`src/rtl/fetch_unit.sv`:
```
// fetch_unit: single-outstanding instruction fetch with redirect, halt and a
// valid/ready handshake toward decode.
module fetch_unit #(
  parameter logic [31:0] RESET_PC = 32'h0000_0000
) (
  input  logic        clk,
  input  logic        rst,
  input  logic [31:0] next_address,
  input  logic        redirect,
  input  logic        halt,
  output logic        imem_req,
  output logic [31:0] imem_addr,
  input  logic        imem_gnt,
  input  logic        imem_rvalid,
  input  logic [31:0] imem_rdata,
  output logic        instr_valid,
  input  logic        instr_ready,
  output logic [31:0] instr,
  output logic [31:0] instr_pc
);
  typedef enum logic [1:0] {FETCH, WAIT, HOLD, HALTED} state_t;
  state_t r_state, w_next;
  logic [31:0] r_pc, r_fetch_pc, r_instr, r_instr_pc;
  logic r_drop, r_instr_valid;
  logic w_grant, w_take;
  always_ff @(posedge clk or posedge rst)
    if (rst) r_state <= FETCH;
    else r_state <= w_next;
  always_comb begin
    w_next = r_state;
    case (r_state)
      FETCH:  w_next = redirect ? FETCH : halt ? HALTED : imem_gnt ? WAIT : FETCH;
      WAIT:   w_next = !imem_rvalid ? WAIT : redirect ? FETCH : r_drop ? (halt ? HALTED : FETCH) : HOLD;
      HOLD:   w_next = redirect ? FETCH : instr_ready ? (halt ? HALTED : FETCH) : HOLD;
      HALTED: w_next = (redirect || halt) ? HALTED : FETCH;
    endcase
  end
  // reset is folded in so the request is low for the whole reset window
  always_comb begin
    imem_req    = !rst && r_state == FETCH && !redirect && !halt;
    imem_addr   = r_pc;
    instr_valid = r_instr_valid;
    instr       = r_instr;
    instr_pc    = r_instr_pc;
    w_grant     = imem_req && imem_gnt;
    w_take      = r_state == WAIT && imem_rvalid && !redirect && !r_drop;
  end
  always_ff @(posedge clk or posedge rst)
    if (rst) begin
      r_pc          <= RESET_PC;
      r_fetch_pc    <= '0;
      r_drop        <= 1'b0;
      r_instr_valid <= 1'b0;
      r_instr       <= '0;
      r_instr_pc    <= '0;
    end else begin
      if (redirect) r_pc <= next_address;
      else if (w_grant) r_pc <= r_pc + 32'd1;
      if (w_grant) r_fetch_pc <= r_pc;
      // a redirect while waiting poisons the in-flight response
      if (r_state == WAIT) r_drop <= imem_rvalid ? 1'b0 : (r_drop || redirect);
      if (w_take) begin
        r_instr    <= imem_rdata;
        r_instr_pc <= r_fetch_pc;
      end
      if (w_take) r_instr_valid <= 1'b1;
      else if (r_state == HOLD && (redirect || instr_ready)) r_instr_valid <= 1'b0;
    end
endmodule
```
`config.mk`:
```
export PLATFORM = sky130hd
export DESIGN_NAME = fetch_unit
export DESIGN_NICKNAME = d
export VERILOG_FILES = /design/src/rtl/fetch_unit.sv
export SDC_FILE = /design/constraint.sdc
export NUM_CORES = 1
export LEC_CHECK = 0
export CORE_MARGIN = 4
export CORE_UTILIZATION = 58
export DETAILED_ROUTE_END_ITERATION = 10
export DONT_BUFFER_PORTS = 1
export PLACE_DENSITY_LB_ADDON = 0.12
export SLEW_MARGIN = 25
export SYNTH_ARGS = -nofsm -noshare
export SYNTH_HDL_FRONTEND = slang
export SYNTH_SLANG_ARGS = --single-unit
```
`constraint.sdc`:
```
create_clock -name clk -period 6 [get_ports clk]
set_input_delay 0 -clock clk [delete_from_list [all_inputs] [get_ports clk]]
set_output_delay 0 -clock clk [all_outputs]
set_load 0.005 [all_outputs]
```
==> metrics.cfg, run 1 <==
[status]
outcome=finished, final reports clean

[detailed_routing]
viasPerCell=5.86
antenna_left=0
first_pass_iters=6
drc=0
vias=4484
drt-wirelength-per-cell_um=19.2
drt_wl_total_um=14700
drt_iter0_drc=261

[pwr]
power_mw=3.02
cellPowerDensity_mw_per_mm2=401
vdd.ir_drop.worst_mv=0.245
power_leakage_nw=3.39

[floorplan]
core_mm2=0.00942
die_y_um=107
dieArea_mm2=0.0115
rows=35
initial_core_util_pct=60.7
ios=169
die_w_um=107

[cts]
cts_resized=0
clock_latency_ns=0.51
cts_max_level=4
cts_max_path_buffers=2
cts-root-buf=clkbuf_8
clkTransAtPathRegs_ns=0.06
numCtsBuffers=17
cts_tree=built
cts.sinks=132

[synth]
synth_common_cells=dfrtp_1, nand2_1, mux2_2
synth_fa_ha_area_share_pct=0.219
postSynthAreaPerCell_um2=11.1
synth_top_family_by_area=simple AND/OR/NAND/NOR gates
synth_top_cells_by_area=dfrtp_1, mux2_2, nand2_1, o21ai_0, o311ai_0
ys_dominant_reg_cell=dfrtp_1
synth_edf_count=0
synthCells=517
synthArstFlopShare_pct=100
ys_seq_area_share_pct=57.8
synthXorXnorAreaFrac_pct=1.38
synth_seq_cells=132
synth_largest_area_cell=dfrtp_1
yosysWarnings=0
synth_cell_type_count=43
synth_mux_area_share_pct=12.6
synth_top_cell_area_share_pct=57.8
syn_nets=589
synth_area_mm2=0.00572
synth-compound-area-share_pct=8.80
synth-simple-area-share_pct=16.1
synth_most_common_cell=dfrtp_1

[sta]
fmaxAchievable_mhz=321
tightest_slew_ns=0.958
period_share_pct=52.0
min_period_ns=3.12
skew_ns=0.00828
finalSetupViolCount=0
relSlewSlack_pct=36.1
rsz0062_at_grt=no
hold_violations=0
finalMaxSlewViolations=0
holdWs_ns=0.0577
fin_setup_tns_ns=0

[final_layout]
area_delta_synth_final_pct=31.6
multi_input_area_mm2=0.00226
n_fill_cell=578
drive_above_1_share_pct=17.3
num_antenna_cells=0
layout.nets=695
regArea_mm2=0.00330

[run]
maxCapViolations=0

[placed_design]
routabilityCongestion=0.793
hpwlAfterDp_um=8600
numPortBuffers=0

[setup_path]
critical_path_required_ns=6.38
crit_family=buffers and inverters
cpMostUsedCell=dlygate4sd3_1
r2r_cells=8
path_buf_inv=3
path_depth=8
worst_setup_path_end_kind=flop
slowest_stage=dlygate4sd3_1
worstPathArrival_ns=3.50
crit_path_max_fanout=40
path_class=flop to flop
cp_cell_sequence=nor4_4, and2_1, buf_4, a311oi_1, a21oi_1, dlygate4sd3_1, o41ai_1, dlygate4sd3_1
critPathLaunchType=flop
max_stage_delay_ns=0.56

[global_route]
grt_pass1_wl_um=23600
grtUsageTotal_pct=26.0
antenna_found_initial=0
grt_pass1_vias=4547
grt_start_max_net_pins=70
grt_overflow_total=0

[min_path]
hp-class=primary input to flop
holdPathStages=4

final timing paths:
kind / start / to / slack (ns)
worst max-delay path: r_state[1] / imem_addr[10] / 2.88
worst min-delay path: redirect / imem_addr[23] / 0.06
worst max register to register: r_state[1] / imem_addr[10] / 2.88
worst min register to register: r_fetch_pc[30] / r_fetch_pc[30] / 0.47
max in group asynchronous: rst / imem_addr[20] / 4.59
min in group asynchronous: rst / imem_addr[2] / 0.13
power by group:
group / leakage (nW) / internal [mW] / switching [mW]
registers: 1.67 / 1.21 / 0.262
clock network: 0.282 / 0.607 / 0.393
logic: 1.44 / 0.314 / 0.235
total: 3.39 / 2.13 / 0.890
stage by stage:
step                      setup slack [ns]  cell area, um2  utilization [%]  std cells
after floorplan                       2.47            5720                -        517
after global placement                3.52            5770             61.3        619
after detailed placement              3.38            5780             61.4        619
after CTS                             2.90            7510             79.8        765
after global routing                  2.71            7520             79.9        765
final                                 2.88            7520             79.9        765
cell usage in the layout, fill, tap and decap left out, drive strengths merged, types with 4 or more instances in the layout:
cell         count
dfrtp          132
nand2          123
dlygate4sd3    113
mux2            64
o21ai           31
clkbuf          18
nor2            15
nand3           15
inv             15
nand4           11
o311ai          10
a21oi            8
and3             8
o211ai           7
xnor2            6
clkinv           6
a31oi            5
nor4             5
and2             4
or3              4
cell type report:
class	count	area share [%]
Clock buffer	18	5.69
Clock inverter	14	2.01
Inverter	11	0.616
Multi-Input combinational cell	345	30.1
Sequential cell	132	43.9
Tap cell	129	2.15
Timing Repair Buffer	116	15.5
flip-flops by register name (all words and copies together) (netlist names):
| register | flops |
|---|---|
| imem_addr | 32 |
| instr_pc | 32 |
| instr_valid | 1 |
| instr | 32 |
| r_fetch_pc | 32 |
| r_drop | 1 |
| r_state | 2 |
kinds of logic (layout without fill, tap and decap cells):
family | after synthesis | count (layout)
DFF | 132 | 132
and+or+nand+nor | 194 | 194
xor gates and xnor gates | 9 | 9
AOI/OAI and AO/OA | 77 | 77
adders and majority gates | 1 | 1
muxes | 64 | 64
buffers and inverters | 40 | 159
per-layer routing:
metal / vias to the layer above / wire [um] / track usage, %
met5: - / 0 / 0
met1: 2210 / 5970 / 33.3
met2: 217 / 7200 / 42.5
li1: 2038 / - / -
met3: 19 / 1310 / 7.68
met4: 0 / 187 / 8.31
tightest hold or removal path: stages:
cell and delay [ns]:
buf_12 0.21, nand2_1 0.09, o21ai_0 0.09, a31o_2 0.11
repair_timing:
item | 4_1_cts | 5_1_grt
endpoints found under the hold margin | 131 | 0
hold buffers | 114 | 0
buffers inserted | 0 | 0
(Power assumes the default switching activity.)
==> run 2, diff against run 1 <==
--- a/config.mk
+++ b/config.mk
@@ -6,7 +6,7 @@
 export NUM_CORES = 1
 export LEC_CHECK = 0
 export CORE_MARGIN = 4
-export CORE_UTILIZATION = 58
+export CORE_UTILIZATION = 57
 export DETAILED_ROUTE_END_ITERATION = 10
 export DONT_BUFFER_PORTS = 1
 export PLACE_DENSITY_LB_ADDON = 0.12
==> constraint.sdc (replaced) <==
create_clock -name clk -period 2.78 [get_ports clk]
set_input_delay 0 -clock clk [delete_from_list [all_inputs] [get_ports clk]]
set_output_delay 0 -clock clk [all_outputs]
set_load 0.005 [all_outputs]
==> run 2 against run 1 <==
  * Sequential share of layout area down 0.92 points
  * First-iteration DRC count shrank 10%
  * Combinational power is 120% higher
  * Worst hold slack worse by 0.027 ns
  * Die area up 1.6%
  * Critical path depth unchanged
  * Core utilization decreased by 1.2 points
  * Clock power increased by 130%
  * Power grew 120%
  * Cell count increased by 2.1%
  * Clock-buffer cell count grew 3
  * Critical path type unchanged
  * Largest cell class unchanged
  * Largest power group unchanged
==> metrics.cfg, run 2 (synthesis results as in run 1) <==
[status]
outcome=finished, final reports clean

[floorplan]
ios=169
die_y_um=108
dieArea_mm2=0.0117
rows=36
initial_core_util_pct=58.5
die_w_um=108
core_mm2=0.00977

[global_route]
grt_pass1_wl_um=23900
antenna_found_initial=0
grt_start_max_net_pins=71
grt_overflow_total=0
grtUsageTotal_pct=26.2
grt_pass1_vias=4705

[final_layout]
mostFrequentLayoutCells=dfrtp_1, nand2_1, dlygate4sd3_1
final_common_cell=dfrtp_1
layout.nets=707
num_antenna_cells=0
area_delta_synth_final_pct=34.5
drive_above_1_share_pct=19.3

[cts]
cts_tree=built
cts.sinks=132
cts_max_level=4
cts_max_path_buffers=2
numCtsBuffers=17
cts-root-buf=clkbuf_8
clock_latency_ns=0.51
clkTransAtPathRegs_ns=0.06

[min_path]
hp-class=primary input to flop

[setup_path]
path_class=flop to flop
worst_setup_path_end_kind=flop
critPathLaunchType=flop
crit_path_max_fanout=6
critical_path_required_ns=3.17
worstPathArrival_ns=3.05

[detailed_routing]
viasPerCell=5.79
first_pass_iters=5
drt-wirelength-per-cell_um=19.1
antenna_left=0
drt_wl_total_um=14900
drt_iter0_drc=235
vias=4520
drc=0

[placed_design]
post-place-ws_ns=0.494
routabilityCongestion=0.833
hpwlAfterDp_um=8940
numPortBuffers=0

[sta]
rsz0062_at_grt=no
tightest_slew_ns=0.714
fmaxAchievable_mhz=377
worst_slack_ns=0.126
period_share_pct=95.5
skew_ns=0.0114
finalMaxSlewViolations=0
fin_setup_tns_ns=0
relSlewSlack_pct=52.3
hold_violations=0
finalSetupViolCount=0
min_period_ns=2.65
holdWs_ns=0.0311

[pwr]
vdd.ir_drop.worst_mv=0.465
cellPowerDensity_mw_per_mm2=865
power_leakage_nw=3.45

[run]
maxCapViolations=0

## run 2: cell types whose count changed in the layout (fill, tap and decap cells not counted), moves of 2 or more
| cell | delta |
|---|---|
| buf_12 | +2 |
| buf_4 | +7 |
| clkbuf_8 | +3 |
| clkinvlp_4 | +2 |
| dfrtp_1 | -2 |
| dfrtp_2 | +2 |
| dlygate4sd3_1 | +2 |
| inv_6 | -4 |
| nor4_2 | +2 |
## run 2: where the power goes
group | internal (mW) | switching [mW] | leakage, nW | total (mW)
clock network | 1.46 | 0.812 | 0.297 | 2.28
logic | 0.691 | 0.515 | 1.49 | 1.21
registers | 2.61 | 0.565 | 1.67 | 3.17
total | 4.76 | 1.89 | 3.45 | 6.65
## run 2: area by class of cell
type / count / area (um2)
sequential: 132 / 3310
tap: 133 / 166
clock inverter: 11 / 149
timing repair buffer: 128 / 1290
clock buffer: 21 / 469
inverter: 11 / 45.0
fill: 590 / 2090
multi-input combinational: 345 / 2260
## run 2: path summary, 6_finish.rpt
check	from	end	slack, ns	depth (start not counted)
min reg2reg	r_fetch_pc[31]	r_fetch_pc[31]	0.47	2
min in group asynchronous	rst	imem_addr[4]	0.15	2
min	imem_gnt	r_fetch_pc[14]	0.03	4
max in group asynchronous	rst	imem_addr[29]	1.77	3
max	imem_addr[0]	imem_addr[10]	0.13	8
max reg2reg	imem_addr[0]	imem_addr[10]	0.13	8
## run 2: repair_timing
action / in CTS / in global routing
setup endpoints to repair: 0 / 4
resized for setup: 0 / 6
hold endpoints to repair: 115 / 0
buffers inserted: 0 / 4
hold buffers: 116 / 0
## run 2: layer usage
| layer | global-route usage [%] | part of all wire (%) | wire length, um | vias up |
|---|---|---|---|---|
| li1 | - | - | - | 2056 |
| met1 | 33.0 | 40 | 5990 | 2249 |
| met2 | 43.2 | 50 | 7450 | 192 |
| met3 | 7.64 | 8.8 | 1320 | 23 |
| met4 | 9.47 | 1.2 | 179 | 0 |
| met5 | 0 | 0 | 0 | - |
## run 2: critical path: stages (launching register included)
cell,delay [ns]
dfrtp_2,0.43
ha_2,0.26
nand4_1,0.17
nor2_1,0.21
a311oi_1,0.12
a21oi_1,0.13
dlygate4sd3_1,0.58
o41ai_1,0.08
dlygate4sd3_1,0.57
## run 2: per-stage QoR
step                      total power [mW]  utilization [%]  instance area (um2)  std cells
final                                 6.65             78.6                 7690        781
after global routing                  7.02             78.6                 7690        781
after CTS                             6.65             78.1                 7640        777
after detailed placement              4.17             59.8                 5850        629
after global placement                4.08             59.8                 5850        629
after floorplan                       3.83                -                 5720        517
